## src/rtl/inert_pkg.sv

```systemverilog
// Shared types and defaults for the inertial heading integrator.
// Build option: INERT_DEADBAND_EN enables the stage-2 deadband on corrected yaw rate.
package inert_pkg;

    typedef enum logic [1:0] {
        IDLE = 2'd0,
        CAL  = 2'd1,
        RUN  = 2'd2
    } state_e;

    localparam int DEF_CAL_LOG2      = 11;
    localparam int DEF_FAST_CAL_LOG2 = 8;
    localparam int DEF_RATE_W        = 16;
    localparam int DEF_HEAD_W        = 12;
    localparam int DEF_FRAC_W        = 8;
    localparam int DEF_FUSION_GAIN   = 32;
    localparam int DEF_DEADBAND      = 4;

    function automatic int cal_log2_f(input int fast_sim, input int cal_log2, input int fast_log2);
        if (fast_sim != 0) begin
            return fast_log2;
        end else begin
            return cal_log2;
        end
    endfunction

endpackage

```

## src/rtl/inert_cal_avg.sv

```systemverilog
// Gyro offset calibration: sums 2^LOG2 samples, latches the floored mean and pulses done.
module inert_cal_avg
    import inert_pkg::*;
#(
    parameter int RATE_W = DEF_RATE_W,
    parameter int LOG2   = DEF_FAST_CAL_LOG2
) (
    input  logic                     clk,
    input  logic                     rst_n,
    input  logic                     clr,
    input  logic                     smp_en,
    input  logic signed [RATE_W-1:0] yaw_rt,
    output logic                     last,
    output logic                     done,
    output logic signed [RATE_W-1:0] offset
);

    localparam int SUM_W = RATE_W + LOG2;

    logic [SUM_W-1:0]         sum_q, sum_d, sum_nxt_s;
    logic [LOG2-1:0]          cnt_q, cnt_d;
    logic signed [RATE_W-1:0] off_q, off_d;
    logic                     done_q, done_d;
    logic                     last_s;

    // Next-state for sum, count and offset; the top bits of the final sum are the floored mean
    always_comb begin
        sum_d     = sum_q;
        cnt_d     = cnt_q;
        off_d     = off_q;
        done_d    = 1'b0;
        sum_nxt_s = sum_q + {{LOG2{yaw_rt[RATE_W-1]}}, yaw_rt};
        last_s    = smp_en && (cnt_q == {LOG2{1'b1}});
        if (clr) begin
            sum_d = {SUM_W{1'b0}};
            cnt_d = {LOG2{1'b0}};
        end else if (smp_en) begin
            cnt_d = cnt_q + {{(LOG2-1){1'b0}}, 1'b1};
            if (last_s) begin
                sum_d  = {SUM_W{1'b0}};
                off_d  = sum_nxt_s[SUM_W-1:LOG2];
                done_d = 1'b1;
            end else begin
                sum_d = sum_nxt_s;
            end
        end else begin
            sum_d = sum_q;
        end
    end

    // Calibration state registers
    always_ff @(posedge clk or negedge rst_n) begin
        if (!rst_n) begin
            sum_q  <= {SUM_W{1'b0}};
            cnt_q  <= {LOG2{1'b0}};
            off_q  <= {RATE_W{1'b0}};
            done_q <= 1'b0;
        end else begin
            sum_q  <= sum_d;
            cnt_q  <= cnt_d;
            off_q  <= off_d;
            done_q <= done_d;
        end
    end

    assign last   = last_s;
    assign done   = done_q;
    assign offset = off_q;

endmodule

```

## src/rtl/inert_integrator_p.sv

```systemverilog
// Heading integrator: FSM, two-stage offset-correct/accumulate pipeline with IR fusion.
// Build option: INERT_DEADBAND_EN zeroes small corrected rates before accumulation.
module inert_integrator_p
    import inert_pkg::*;
#(
    parameter int FAST_SIM      = 1,
    parameter int CAL_LOG2      = DEF_CAL_LOG2,
    parameter int FAST_CAL_LOG2 = DEF_FAST_CAL_LOG2,
    parameter int RATE_W        = DEF_RATE_W,
    parameter int HEAD_W        = DEF_HEAD_W,
    parameter int FRAC_W        = DEF_FRAC_W,
    parameter int FUSION_GAIN   = DEF_FUSION_GAIN,
    parameter int DEADBAND      = DEF_DEADBAND
) (
    input  logic                     clk,
    input  logic                     rst_n,
    input  logic                     strt_cal,
    input  logic                     vld,
    input  logic signed [RATE_W-1:0] yaw_rt,
    input  logic                     moving,
    input  logic                     lftIR,
    input  logic                     rghtIR,
    output logic                     cal_done,
    output logic                     rdy,
    output logic signed [HEAD_W-1:0] heading
);

    localparam int LOG2  = cal_log2_f(FAST_SIM, CAL_LOG2, FAST_CAL_LOG2);
    localparam int ACC_W = HEAD_W + FRAC_W;
    localparam logic signed [RATE_W-1:0] RATE_MAX = {1'b0, {(RATE_W-1){1'b1}}};
    localparam logic signed [RATE_W-1:0] RATE_MIN = {1'b1, {(RATE_W-1){1'b0}}};

    state_e                   state_q, state_d;
    logic                     s1_vld_q, s1_vld_d;
    logic signed [RATE_W-1:0] comp_q, comp_d;
    logic                     mov_q, mov_d, lft_q, lft_d, rght_q, rght_d;
    logic [ACC_W-1:0]         acc_q, acc_d;
    logic signed [HEAD_W-1:0] heading_q, heading_d;
    logic                     rdy_q, rdy_d;

    logic signed [RATE_W-1:0] offset_s, sat_s, comp_eff_s;
    logic signed [RATE_W:0]   diff_s;
    logic [ACC_W-1:0]         term_s, acc_nxt_s;
    logic                     cal_en_s, run_en_s, cal_last_s, cal_done_s;

    assign cal_en_s = (state_q == CAL) && vld && !strt_cal;
    assign run_en_s = (state_q == RUN) && vld && !strt_cal;

    inert_cal_avg #(
        .RATE_W (RATE_W),
        .LOG2   (LOG2)
    ) u_cal (
        .clk    (clk),
        .rst_n  (rst_n),
        .clr    (strt_cal),
        .smp_en (cal_en_s),
        .yaw_rt (yaw_rt),
        .last   (cal_last_s),
        .done   (cal_done_s),
        .offset (offset_s)
    );

    // Stage 1: offset subtraction with one guard bit, clamped back to RATE_W
    always_comb begin
        diff_s = {yaw_rt[RATE_W-1], yaw_rt} - {offset_s[RATE_W-1], offset_s};
        if (diff_s[RATE_W] != diff_s[RATE_W-1]) begin
            if (diff_s[RATE_W]) begin
                sat_s = RATE_MIN;
            end else begin
                sat_s = RATE_MAX;
            end
        end else begin
            sat_s = diff_s[RATE_W-1:0];
        end
    end

    // Stage 2: update term with guardrail fusion; the accumulator wraps freely
    always_comb begin
        comp_eff_s = comp_q;
`ifdef INERT_DEADBAND_EN
        if ((comp_q > -RATE_W'(DEADBAND)) && (comp_q < RATE_W'(DEADBAND))) begin
            comp_eff_s = {RATE_W{1'b0}};
        end else begin
            comp_eff_s = comp_q;
        end
`endif
        term_s = {ACC_W{1'b0}};
        if (mov_q) begin
            term_s = {{(ACC_W-RATE_W){comp_eff_s[RATE_W-1]}}, comp_eff_s};
            if (lft_q && !rght_q) begin
                term_s = term_s + ACC_W'(FUSION_GAIN);
            end else if (rght_q && !lft_q) begin
                term_s = term_s - ACC_W'(FUSION_GAIN);
            end else begin
                term_s = term_s;
            end
        end else begin
            term_s = {ACC_W{1'b0}};
        end
        acc_nxt_s = acc_q + term_s;
    end

    // FSM next state and pipeline control; strt_cal flushes everything in flight
    always_comb begin
        state_d   = state_q;
        s1_vld_d  = 1'b0;
        comp_d    = comp_q;
        mov_d     = mov_q;
        lft_d     = lft_q;
        rght_d    = rght_q;
        acc_d     = acc_q;
        heading_d = heading_q;
        rdy_d     = 1'b0;
        case (state_q)
            IDLE:    state_d = strt_cal ? CAL : IDLE;
            CAL: begin
                if (strt_cal) begin
                    state_d = CAL;
                end else if (cal_last_s) begin
                    state_d = RUN;
                end else begin
                    state_d = CAL;
                end
            end
            RUN:     state_d = strt_cal ? CAL : RUN;
            default: state_d = IDLE;
        endcase
        if (strt_cal) begin
            acc_d     = {ACC_W{1'b0}};
            heading_d = {HEAD_W{1'b0}};
        end else begin
            s1_vld_d = run_en_s;
            if (run_en_s) begin
                comp_d = sat_s;
                mov_d  = moving;
                lft_d  = lftIR;
                rght_d = rghtIR;
            end else begin
                comp_d = comp_q;
            end
            if (s1_vld_q) begin
                acc_d     = acc_nxt_s;
                heading_d = acc_nxt_s[ACC_W-1:FRAC_W];
                rdy_d     = 1'b1;
            end else begin
                acc_d = acc_q;
            end
        end
    end

    // FSM, pipeline and output registers
    always_ff @(posedge clk or negedge rst_n) begin
        if (!rst_n) begin
            state_q   <= IDLE;
            s1_vld_q  <= 1'b0;
            comp_q    <= {RATE_W{1'b0}};
            mov_q     <= 1'b0;
            lft_q     <= 1'b0;
            rght_q    <= 1'b0;
            acc_q     <= {ACC_W{1'b0}};
            heading_q <= {HEAD_W{1'b0}};
            rdy_q     <= 1'b0;
        end else begin
            state_q   <= state_d;
            s1_vld_q  <= s1_vld_d;
            comp_q    <= comp_d;
            mov_q     <= mov_d;
            lft_q     <= lft_d;
            rght_q    <= rght_d;
            acc_q     <= acc_d;
            heading_q <= heading_d;
            rdy_q     <= rdy_d;
        end
    end

    assign cal_done = cal_done_s;
    assign rdy      = rdy_q;
    assign heading  = heading_q;

endmodule
```

## config.mk

```make
export PLATFORM = sky130hd
export DESIGN_NAME = inert_integrator_p
export DESIGN_NICKNAME = d
export VERILOG_FILES = /design/src/rtl/inert_pkg.sv /design/src/rtl/inert_cal_avg.sv /design/src/rtl/inert_integrator_p.sv
export SDC_FILE = /design/constraint.sdc
export NUM_CORES = 1
export LEC_CHECK = 0
export CAP_MARGIN = 20
export CORE_ASPECT_RATIO = 1.4
export CORE_MARGIN = 2
export CORE_UTILIZATION = 35
export CTS_CLUSTER_DIAMETER = 200
export DETAILED_ROUTE_END_ITERATION = 10
export GPL_ROUTABILITY_DRIVEN = 1
export PLACE_DENSITY_LB_ADDON = 0.08
export SLEW_MARGIN = 20
export SYNTH_ARGS = -nofsm -noshare
export SYNTH_HDL_FRONTEND = slang
export SYNTH_SLANG_ARGS = --single-unit
```

## constraint.sdc

```tcl
create_clock -name clk -period 5.85 [get_ports clk]
set_clock_uncertainty 0.1 [all_clocks]
set_input_delay 1.17 -clock clk [delete_from_list [all_inputs] [get_ports clk]]
set_output_delay 1.17 -clock clk [all_outputs]
set_load 0.02 [all_outputs]
```

==> impl_metrics.yaml <==
critical_path:
  crit_arrival_ns: 4.45
  critPathLaunchType: "register"
  crit_type: "register to register"
  required_ns: 5.99
  setup.worst_path.end_class: "register"
  critical_path.max_fanout: 5
clock_tree:
  insertion_delay_ns: 0.35
  cts_tree: "built"
  clock_sinks: 92
  clk_pin_slew_ns: 0.07
  htreeDepth: 3
  cts_resized: 0
  cts-root-buf: "clkbuf_16"
  hold_buffers: 0
  cts_buffer_depth: 2
  post_cts_buffers: 0
  cts_buffers: 9
power_and_ir_drop:
  power_mw: 1.75
  ir_drop_uv: 117
  leakage_nw: 3.57
  powerDensity_mw_per_mm2: 219
synthesis:
  yosysTopAreaCell: "dfrtp_1"
  synth_area_leaders: "dfrtp_1, ha_1, xnor2_1, o21ai_0, nor2_1"
  synthTopCellsByCount: "dfrtp_1, nor2_1, nand2_1"
  yosysTopAreaCellShare_pct: 32.2
  syn_nets: 896
  synth-edff-count: 0
  yosys_warnings: 0
  ys_seq_elements: 92
  synthArstFlopShare_pct: 100
  avgSynthCellArea_sq_um: 8.85
  syn_inst: 809
  synth_area_sq_mm: 0.00716
  synth_most_common_cell: "dfrtp_1"
  synth_ff_type: "dfrtp_1"
  ys_seq_area_share_pct: 32.2
  yosys.cell_types.count: 73
route:
  avgRoutedWirePerCell_microns: 16.4
  ant_nets: 0
  drtIter0Drc: 289
  vias: 5730
  routed_wl_mm: 17.7
  drc_errors: 0
  viasPerCell: 5.31
  drt_first_pass_iters: 4
grt:
  grt-ovfl-total: 0
  antenna_found_initial: 0
  grt_max_degree: 51
  grt_pass1_vias: 5925
  grt_pass1_wl_mm: 29.3
  grtUsageTotal_pct: 16.8
placement:
  gp_congestion: 0.861
  port_buffers: 36
  post_dp_cell_area_sq_mm: 0.00766
  dp_hpwl_mm: 13.6
  dp_cells: 1064
  place_ws_ns: 1.26
run_status:
  status: "finished clean"
sta:
  finalSetupViolCount: 0
  fin_crit_ns: 4.31
  hold_violations: 0
  setup_ws_ns: 1.54
  maxSlewHeadroom_pct: 46.1
  max_freq_ghz: 0.232
  period_share_pct: 73.6
  worst_slew_pin_slew_ns: 0.802
  grt_setup_unrepaired: "false"
  drv_slew: 0
  fin_tns_setup_ns: 0
  hold_ws_ns: 0.387
layout:
  diodes: 0
  fin_cells: 1079
  layout.nets: 910
  areaGrowthSynthToFinish_pct: 11.5
  n_fill_cell: 2037
  final_area_sq_mm: 0.00798
  post-route-util_pct: 39.9
  drive_gt1_share_pct: 7.01
floorplan:
  ioPinCount: 37
  die_h_microns: 173
  die_x_microns: 125
  dieArea_sq_mm: 0.0216
  rows: 61
  start_util_pct: 35.8
  core_area_sq_mm: 0.0200
min_path:
  hp-class: "register to register"
flow_run:
  maxCapViolations: 0
==> power breakdown <==
part	leakage [nW]	total (mW)	internal, mW	switching [mW]
clock	0.156	0.643	0.384	0.258
sequential	1.24	0.685	0.665	0.0200
combinational	2.17	0.422	0.177	0.245
==> per-layer routing <==
metal  global-route usage, %  routed length [microns]
met5                       0                        0
met4                    6.67                      541
met3                    2.26                      375
met2                    31.0                     9100
met1                    19.4                     7670
==> worst max-delay path, cell delays in order (launching register included) <==
cell and delay (ns):
dfrtp_1 0.41, nand2b_1 0.19, nor4_1 0.62, nor2b_1 0.13
xnor2_1 0.17, and2_1 0.17, ha_1 0.37, nand2_1 0.13
o311ai_0 0.56, nand2_1 0.15, o2111ai_1 0.15, o211ai_1 0.18
o21ai_0 0.28, mux2i_1 0.24, mux2_2 0.35
==> layout by cell type, fill, tap and decap left out, types with 35 or more instances in the layout <==
cell type and count:
clkdlybuf4s50_1 35, a21oi_1 42, nand2_1 65, xnor2_1 38
dfrtp_1 92, o21ai_0 55, ha_1 61, nor2_1 70
inv_1 45
==> logic make-up after synthesis <==
logic type,count (synthesis),share of synthesized area [%]
AOI/OAI and AO/OA,218,20.8
xor gates and xnor gates,59,7.48
adders and majority gates,74,13.0
buffers and inverters,84,5.37
DFF,92,32.2
muxes,29,4.25
and+or+nand+nor,253,17.0
==> state kept, by name, indices dropped and copies added (netlist names) <==
name          count
rght_q            1
state_q           2
rdy               1
u_cal.offset     16
lft_q             1
comp_eff_s       16
acc_q            20
mov_q             1
u_cal.cnt_q       8
s1_vld_q          1
u_cal.sum_q      24
u_cal.done        1
==> path summary, 6_finish.rpt <==
path / start / to / slack [ns] / cells after the start
min reg2reg: u_cal.offset[15]$_DFFE_PN0P_ / u_cal.offset[15]$_DFFE_PN0P_ / 0.39 / 2
max: lft_q$_DFFE_PN0P_ / acc_q[19]$_DFFE_PN0P_ / 1.54 / 14
max reg2reg: lft_q$_DFFE_PN0P_ / acc_q[19]$_DFFE_PN0P_ / 1.54 / 14
max in group asynchronous: rst_n / u_cal.offset[12]$_DFFE_PN0P_ / 3.84 / 2
min in group asynchronous: rst_n / u_cal.cnt_q[6]$_DFFE_PN0P_ / 0.71 / 1
min: u_cal.offset[15]$_DFFE_PN0P_ / u_cal.offset[15]$_DFFE_PN0P_ / 0.39 / 2
==> layout make-up <==
type | count | area (sq um) | share of cell area, %
Multi-Input combinational cell | 633 | 4480 | 56.1
Clock inverter | 4 | 73.8 | 0.925
Inverter | 45 | 169 | 2.12
Timing Repair Buffer | 42 | 403 | 5.05
Tap cell | 252 | 315 | 3.95
Sequential cell | 92 | 2300 | 28.8
Clock buffer | 11 | 243 | 3.04
No activity file was read; power rests on OpenSTA's default activity.
